[config.mk]
export PLATFORM = sky130hd
export DESIGN_NAME = aes_sub_bytes
export DESIGN_NICKNAME = d
export VERILOG_FILES = /design/src/rtl/aes_sub_bytes.sv
export SDC_FILE = /design/constraint.sdc
export NUM_CORES = 1
export LEC_CHECK = 0
export ABC_AREA = 0
export BUFFER_PORTS_ARGS = -buffer_cell sky130_fd_sc_hd__buf_2
export CAP_MARGIN = 20
export CORE_UTILIZATION = 45
export DETAILED_ROUTE_END_ITERATION = 8
export GPL_TIMING_DRIVEN = 0
export PLACE_DENSITY = 0.7
export SLEW_MARGIN = 5
export SYNTH_ARGS = -nofsm -noshare
export SYNTH_HDL_FRONTEND = slang
export SYNTH_SLANG_ARGS = --single-unit
[constraint.sdc]
create_clock -name clk -period 4 [get_ports clk]
set_input_delay 0.2 -clock clk [delete_from_list [all_inputs] [get_ports clk]]
set_output_delay 0.2 -clock clk [all_outputs]
set_load 0.05 [all_outputs]
[src/rtl/aes_sub_bytes.sv]
// rtl/aes_sub_bytes.sv - forward AES SubBytes engine, LANES S-box lookups per clock
module aes_sub_bytes #(
  parameter int LANES = 1
) (
  input  logic         clk,
  input  logic         reset,
  input  logic         valid_in,
  input  logic [127:0] state_in,
  output logic         ready_out,
  output logic         valid_out,
  output logic [127:0] state_out,
  input  logic         ready_in
);

  // Only divisors of 16 that are powers of two give a whole number of rotations.
  if (!(LANES == 1 || LANES == 2 || LANES == 4 || LANES == 8 || LANES == 16)) begin : g_bad_lanes
    $error("aes_sub_bytes: LANES must be 1, 2, 4, 8 or 16");
  end

  localparam int            STEPS = 16 / LANES;
  localparam int            CW    = $clog2(STEPS) + 1;
  localparam logic [CW-1:0] LAST  = CW'(STEPS - 1);

  // Forward S-box, element 0 in the most significant byte.
  localparam logic [0:255][7:0] SBOX = {
    128'h637c777bf26b6fc53001672bfed7ab76,
    128'hca82c97dfa5947f0add4a2af9ca472c0,
    128'hb7fd9326363ff7cc34a5e5f171d83115,
    128'h04c723c31896059a071280e2eb27b275,
    128'h09832c1a1b6e5aa0523bd6b329e32f84,
    128'h53d100ed20fcb15b6acbbe394a4c58cf,
    128'hd0efaafb434d338545f9027f503c9fa8,
    128'h51a3408f929d38f5bcb6da2110fff3d2,
    128'hcd0c13ec5f974417c4a77e3d645d1973,
    128'h60814fdc222a908846eeb814de5e0bdb,
    128'he0323a0a4906245cc2d3ac629195e479,
    128'he7c8376d8dd54ea96c56f4ea657aae08,
    128'hba78252e1ca6b4c6e8dd741f4bbd8b8a,
    128'h703eb5664803f60e613557b986c11d9e,
    128'he1f8981169d98e949b1e87e9ce5528df,
    128'h8ca1890dbfe6426841992d0fb054bb16
  };

  function automatic logic [7:0] sbox(input logic [7:0] b);
    return SBOX[b];
  endfunction

  typedef enum logic [1:0] {S_IDLE, S_RUN, S_DONE} state_e;

  state_e              state_q, state_d;
  logic [127:0]        work_q, work_d;
  logic [127:0]        out_q, out_d;
  logic [CW-1:0]       cnt_q, cnt_d;
  logic [8*LANES-1:0]  sub;
  logic [127:0]        rot;

  // Substitute the top LANES bytes and rotate them to the bottom of the word.
  always_comb begin
    sub = '0;
    for (int i = 0; i < LANES; i++) begin
      sub[8*(LANES-1-i) +: 8] = sbox(work_q[127-8*i -: 8]);
    end
    rot = (work_q << (8 * LANES)) | 128'(sub);
  end

  // State register.
  always_ff @(posedge clk or negedge reset) begin
    if (!reset) state_q <= S_IDLE;
    else        state_q <= state_d;
  end

  // Next-state logic.
  always_comb begin
    state_d = state_q;
    case (state_q)
      S_IDLE:  if (valid_in) state_d = S_RUN;
      S_RUN:   if (cnt_q == LAST) state_d = S_DONE;
      S_DONE:  if (ready_in) state_d = S_IDLE;
      default: state_d = S_IDLE;
    endcase
  end

  // Datapath next values: load on accept, rotate while running, capture the result.
  always_comb begin
    work_d = work_q;
    cnt_d  = cnt_q;
    out_d  = out_q;
    case (state_q)
      S_IDLE: begin
        if (valid_in) begin
          work_d = state_in;
          cnt_d  = '0;
        end
      end
      S_RUN: begin
        work_d = rot;
        cnt_d  = cnt_q + CW'(1);
        if (cnt_q == LAST) out_d = rot;
      end
      default: ;
    endcase
  end

  // Datapath registers; a reset mid-run discards the partial result.
  always_ff @(posedge clk or negedge reset) begin
    if (!reset) begin
      work_q <= '0;
      out_q  <= '0;
      cnt_q  <= '0;
    end else begin
      work_q <= work_d;
      out_q  <= out_d;
      cnt_q  <= cnt_d;
    end
  end

  // Handshake outputs decode the registered state; the result comes straight from a flop.
  always_comb begin
    ready_out = (state_q == S_IDLE);
    valid_out = (state_q == S_DONE);
    state_out = out_q;
  end

endmodule

==> impl_metrics.toml <==
[status]
run_status = "finished, violations left"
violations = "negative setup slack"

[synth]
synth_flop_cell = "dfrtp_1"
yosysTopAreaCell = "dfrtp_1"
synth.distinct_cells = 80
syn-cell-area_mm2 = 0.0141
yosysWarnings = 0
ys_top_cells_by_area = "dfrtp_1 47%, mux2_2 9.8%, nand2_1 7.4%"
synth-edff-count = 0
netlist_instances = 1423
synth_top_area_frac = 0.468
synthArstFlopShare = 1.00
ys_seq_elements = 263
syn_nets = 1572
syn_avg_cell_area_um2 = 9.89
ys_seq_area_frac = 0.468

[cts]
clkLatencyLatePin_ns = 0.56
clock-sinks = 263
numCtsBuffers = 28
cts_tree = "done"
htreeDepth = 1
clockBufferDepth = 3
clock-root-buffer = "clkbuf_16"
clk_pin_slew_ns = 0.06

[detailed_routing]
drt_iter0_markers = 1836
ant_nets = 0
wl_um = 70500
routed_via_density = 6.70
vias = 15200
dr.pass1.iters = 6
drc_errors = 0
wl_per_cell_um = 31.1

[power_and_ir_drop]
swShare = 0.550
power_frac_seq = 0.250
ir_drop_mv = 0.634
power_density_mw_per_mm2 = 1100
total_power_uw = 20100
clkPwrFrac = 0.129
switchingPower_uw = 11100
p_leak_uw = 0.00854
p_int_uw = 9060
power_frac_comb = 0.621

[finish]
nets = 1997
final_cell_mix = "297 x buf_2, 279 x nand2_1, 262 x dfrtp_1"
num-fill-cells = 2441
drive_gt1_frac = 0.283
final_util = 0.595
area_growth_pct = 29.7
layout_commonest_cell = "buf_2"

[place]
place_ws_ns = -0.447
dp_hpwl_um = 46800
port-buffer-count = 261
place_congestion = 1.10

[floorplanning]
die_x_um = 179
initial_utilization = 0.459
dieArea_mm2 = 0.0320
die_y_um = 179
io_pins = 262
rows = 64
core_mm2 = 0.0307

[setup_path]
crit_chain = "buf_2 -> inv_1 -> ha_1 -> clkbuf_1 -> nor3b_1 -> a211oi_1 -> a211oi_1 -> nor3_1 -> o31ai_2 -> a22oi_1"
crit_path_end_kind = "flip-flop"
max_stage_delay_ns = 0.61
required_ns = 4.39
critPathKind = "flip-flop to flip-flop"
crit_arrival_ns = 4.42
worstPathMaxFanout = 10
start_kind = "flip-flop"
r2r_setup_slack_ns = -0.03
crit_top_cell = "a211oi_1"
crit_slowest_cell = "clkbuf_1"

[timing]
final.min_clock_period_ns = 4.03
fin_ws_ns = -0.0259
finalSetupViolCount = 4
maxSlewViolCount = 0
hold_violations = 0
finClkSkew_ns = 0.0284
slew_headroom = 0.256
fin_crit_sh = 1.01
worst_pin_slew_ns = 1.11
max_clock_freq_ghz = 0.248
rsz0062_at_grt = "no"

[min_path]
worstHoldPathType = "primary input to flip-flop"

[global_route]
grt-ovfl-total = 0
grt_max_degree = 110
grt_pass1_wl_um = 102000
grt_pass1_vias = 15500
antenna_found_initial = 3
grt.total_usage = 0.442

[flow_run]
drv_cap = 0
logic make-up (layout without fill, tap and decap cells):
| family | count (synthesis) | in the layout | share of synthesized area |
|---|---|---|---|
| simple gates | 475 | 475 | 0.153 |
| compound gates | 377 | 377 | 0.197 |
| flops | 263 | 263 | 0.468 |
| buf+inv | 149 | 596 | 0.0510 |
| mux | 139 | 139 | 0.114 |
| fa+ha+maj | 17 | 17 | 0.0151 |
| xor+xnor | 3 | 3 | 0.00187 |
| other cells | 0 | 3 | 0 |
timing repair:
action	CTS	global route
setup buffers	2	0
gates resized for setup	11	6
cloned	0	0
hold buffers	130	0
setup endpoints to repair	12	10
hold endpoints to repair	179	0
pin swaps	0	1
power groups by stage:
stage	combinational (uW)	sequential [uW]	clock, uW
after detailed placement	11500	4930	0
after floorplan	5630	6620	0
final	12500	5030	2600
after global placement	11600	4850	0
after global routing	12800	5120	2710
after CTS	11800	4900	2570
per-layer routing:
| layer | share of wire | global-route usage | wire length [um] |
|---|---|---|---|
| met1 | 0.37 | 0.545 | 26100 |
| met2 | 0.46 | 0.705 | 32700 |
| met3 | 0.10 | 0.106 | 7080 |
| met4 | 0.065 | 0.254 | 4610 |
| met5 | 0.00027 | 0 | 19 |
cells in the mapped netlist (all sizes together), types with 8 or more instances:
master and number:
a221o 13, nand2b 27, nor2b 25, nor3 24, a2111oi 9, ha 17, nand2 279, nor2 41
mux2i 12, and2 10, a31oi 9, o211ai 13, o21ai 56, nand3 21, a211oi 17, buf 62
inv 14, o311ai 9, a22oi 125, and3 9, a311oi 8, a21oi 38, dfrtp 263, o31ai 14
clkbuf 71, mux2 122
final cells by class:
type | count | area (um^2) | share of cell area
Antenna cell | 3 | 7.51 | 0.000411
Buffer | 133 | 661 | 0.0362
Clock buffer | 42 | 803 | 0.0440
Clock inverter | 10 | 104 | 0.00569
Inverter | 16 | 63.8 | 0.00350
Multi-Input combinational cell | 1011 | 6850 | 0.375
Sequential cell | 263 | 6580 | 0.361
Tap cell | 396 | 495 | 0.0271
Timing Repair Buffer | 395 | 2690 | 0.147
flip-flops by register name, indices dropped and copies added (netlist names):
| signal | count |
|---|---|
| cnt_q | 5 |
| state_out | 128 |
| state_q | 2 |
| work_q | 128 |
per-stage QoR:
stage	TNS [ns]	cell area, um^2	std cells	hold slack [ns]
after floorplan	0	14100	1423	-0.0956
after global placement	-489.44	15900	2080	0.394
after detailed placement	-2.82	15900	2082	0.147
after CTS	0	18200	2266	0.0312
after global routing	0	18300	2268	0.0871
final	-0.0648	18300	2269	0.0455
path summary, 6_finish.rpt:
path / start / to / cells past startpoint
max in group asynchronous: reset / work_q[121]$_DFFE_PN0P_ / 3
hold reg to reg: cnt_q[3]$_DFFE_PN0P_ / cnt_q[3]$_DFFE_PN0P_ / 1
setup reg to reg: work_q[120]$_DFFE_PN0P_ / work_q[2]$_DFFE_PN0P_ / 10
setup / recovery: work_q[120]$_DFFE_PN0P_ / work_q[2]$_DFFE_PN0P_ / 10
min in group asynchronous: reset / state_out[45]$_DFFE_PN0P_ / 2
hold / removal: state_in[2] / work_q[2]$_DFFE_PN0P_ / 3
critical path: cells and delay by family, from the launching register on:
family	cells	cell delay, ns
AND/OR/NAND/NOR	2	0.72
flip-flops	1	0.45
adder cells (fa/ha/maj)	1	0.28
buffers and inverters	3	1.35
AO/OA/AOI/OAI	4	1.07
Note: power is estimated with default switching activity, not from simulation.
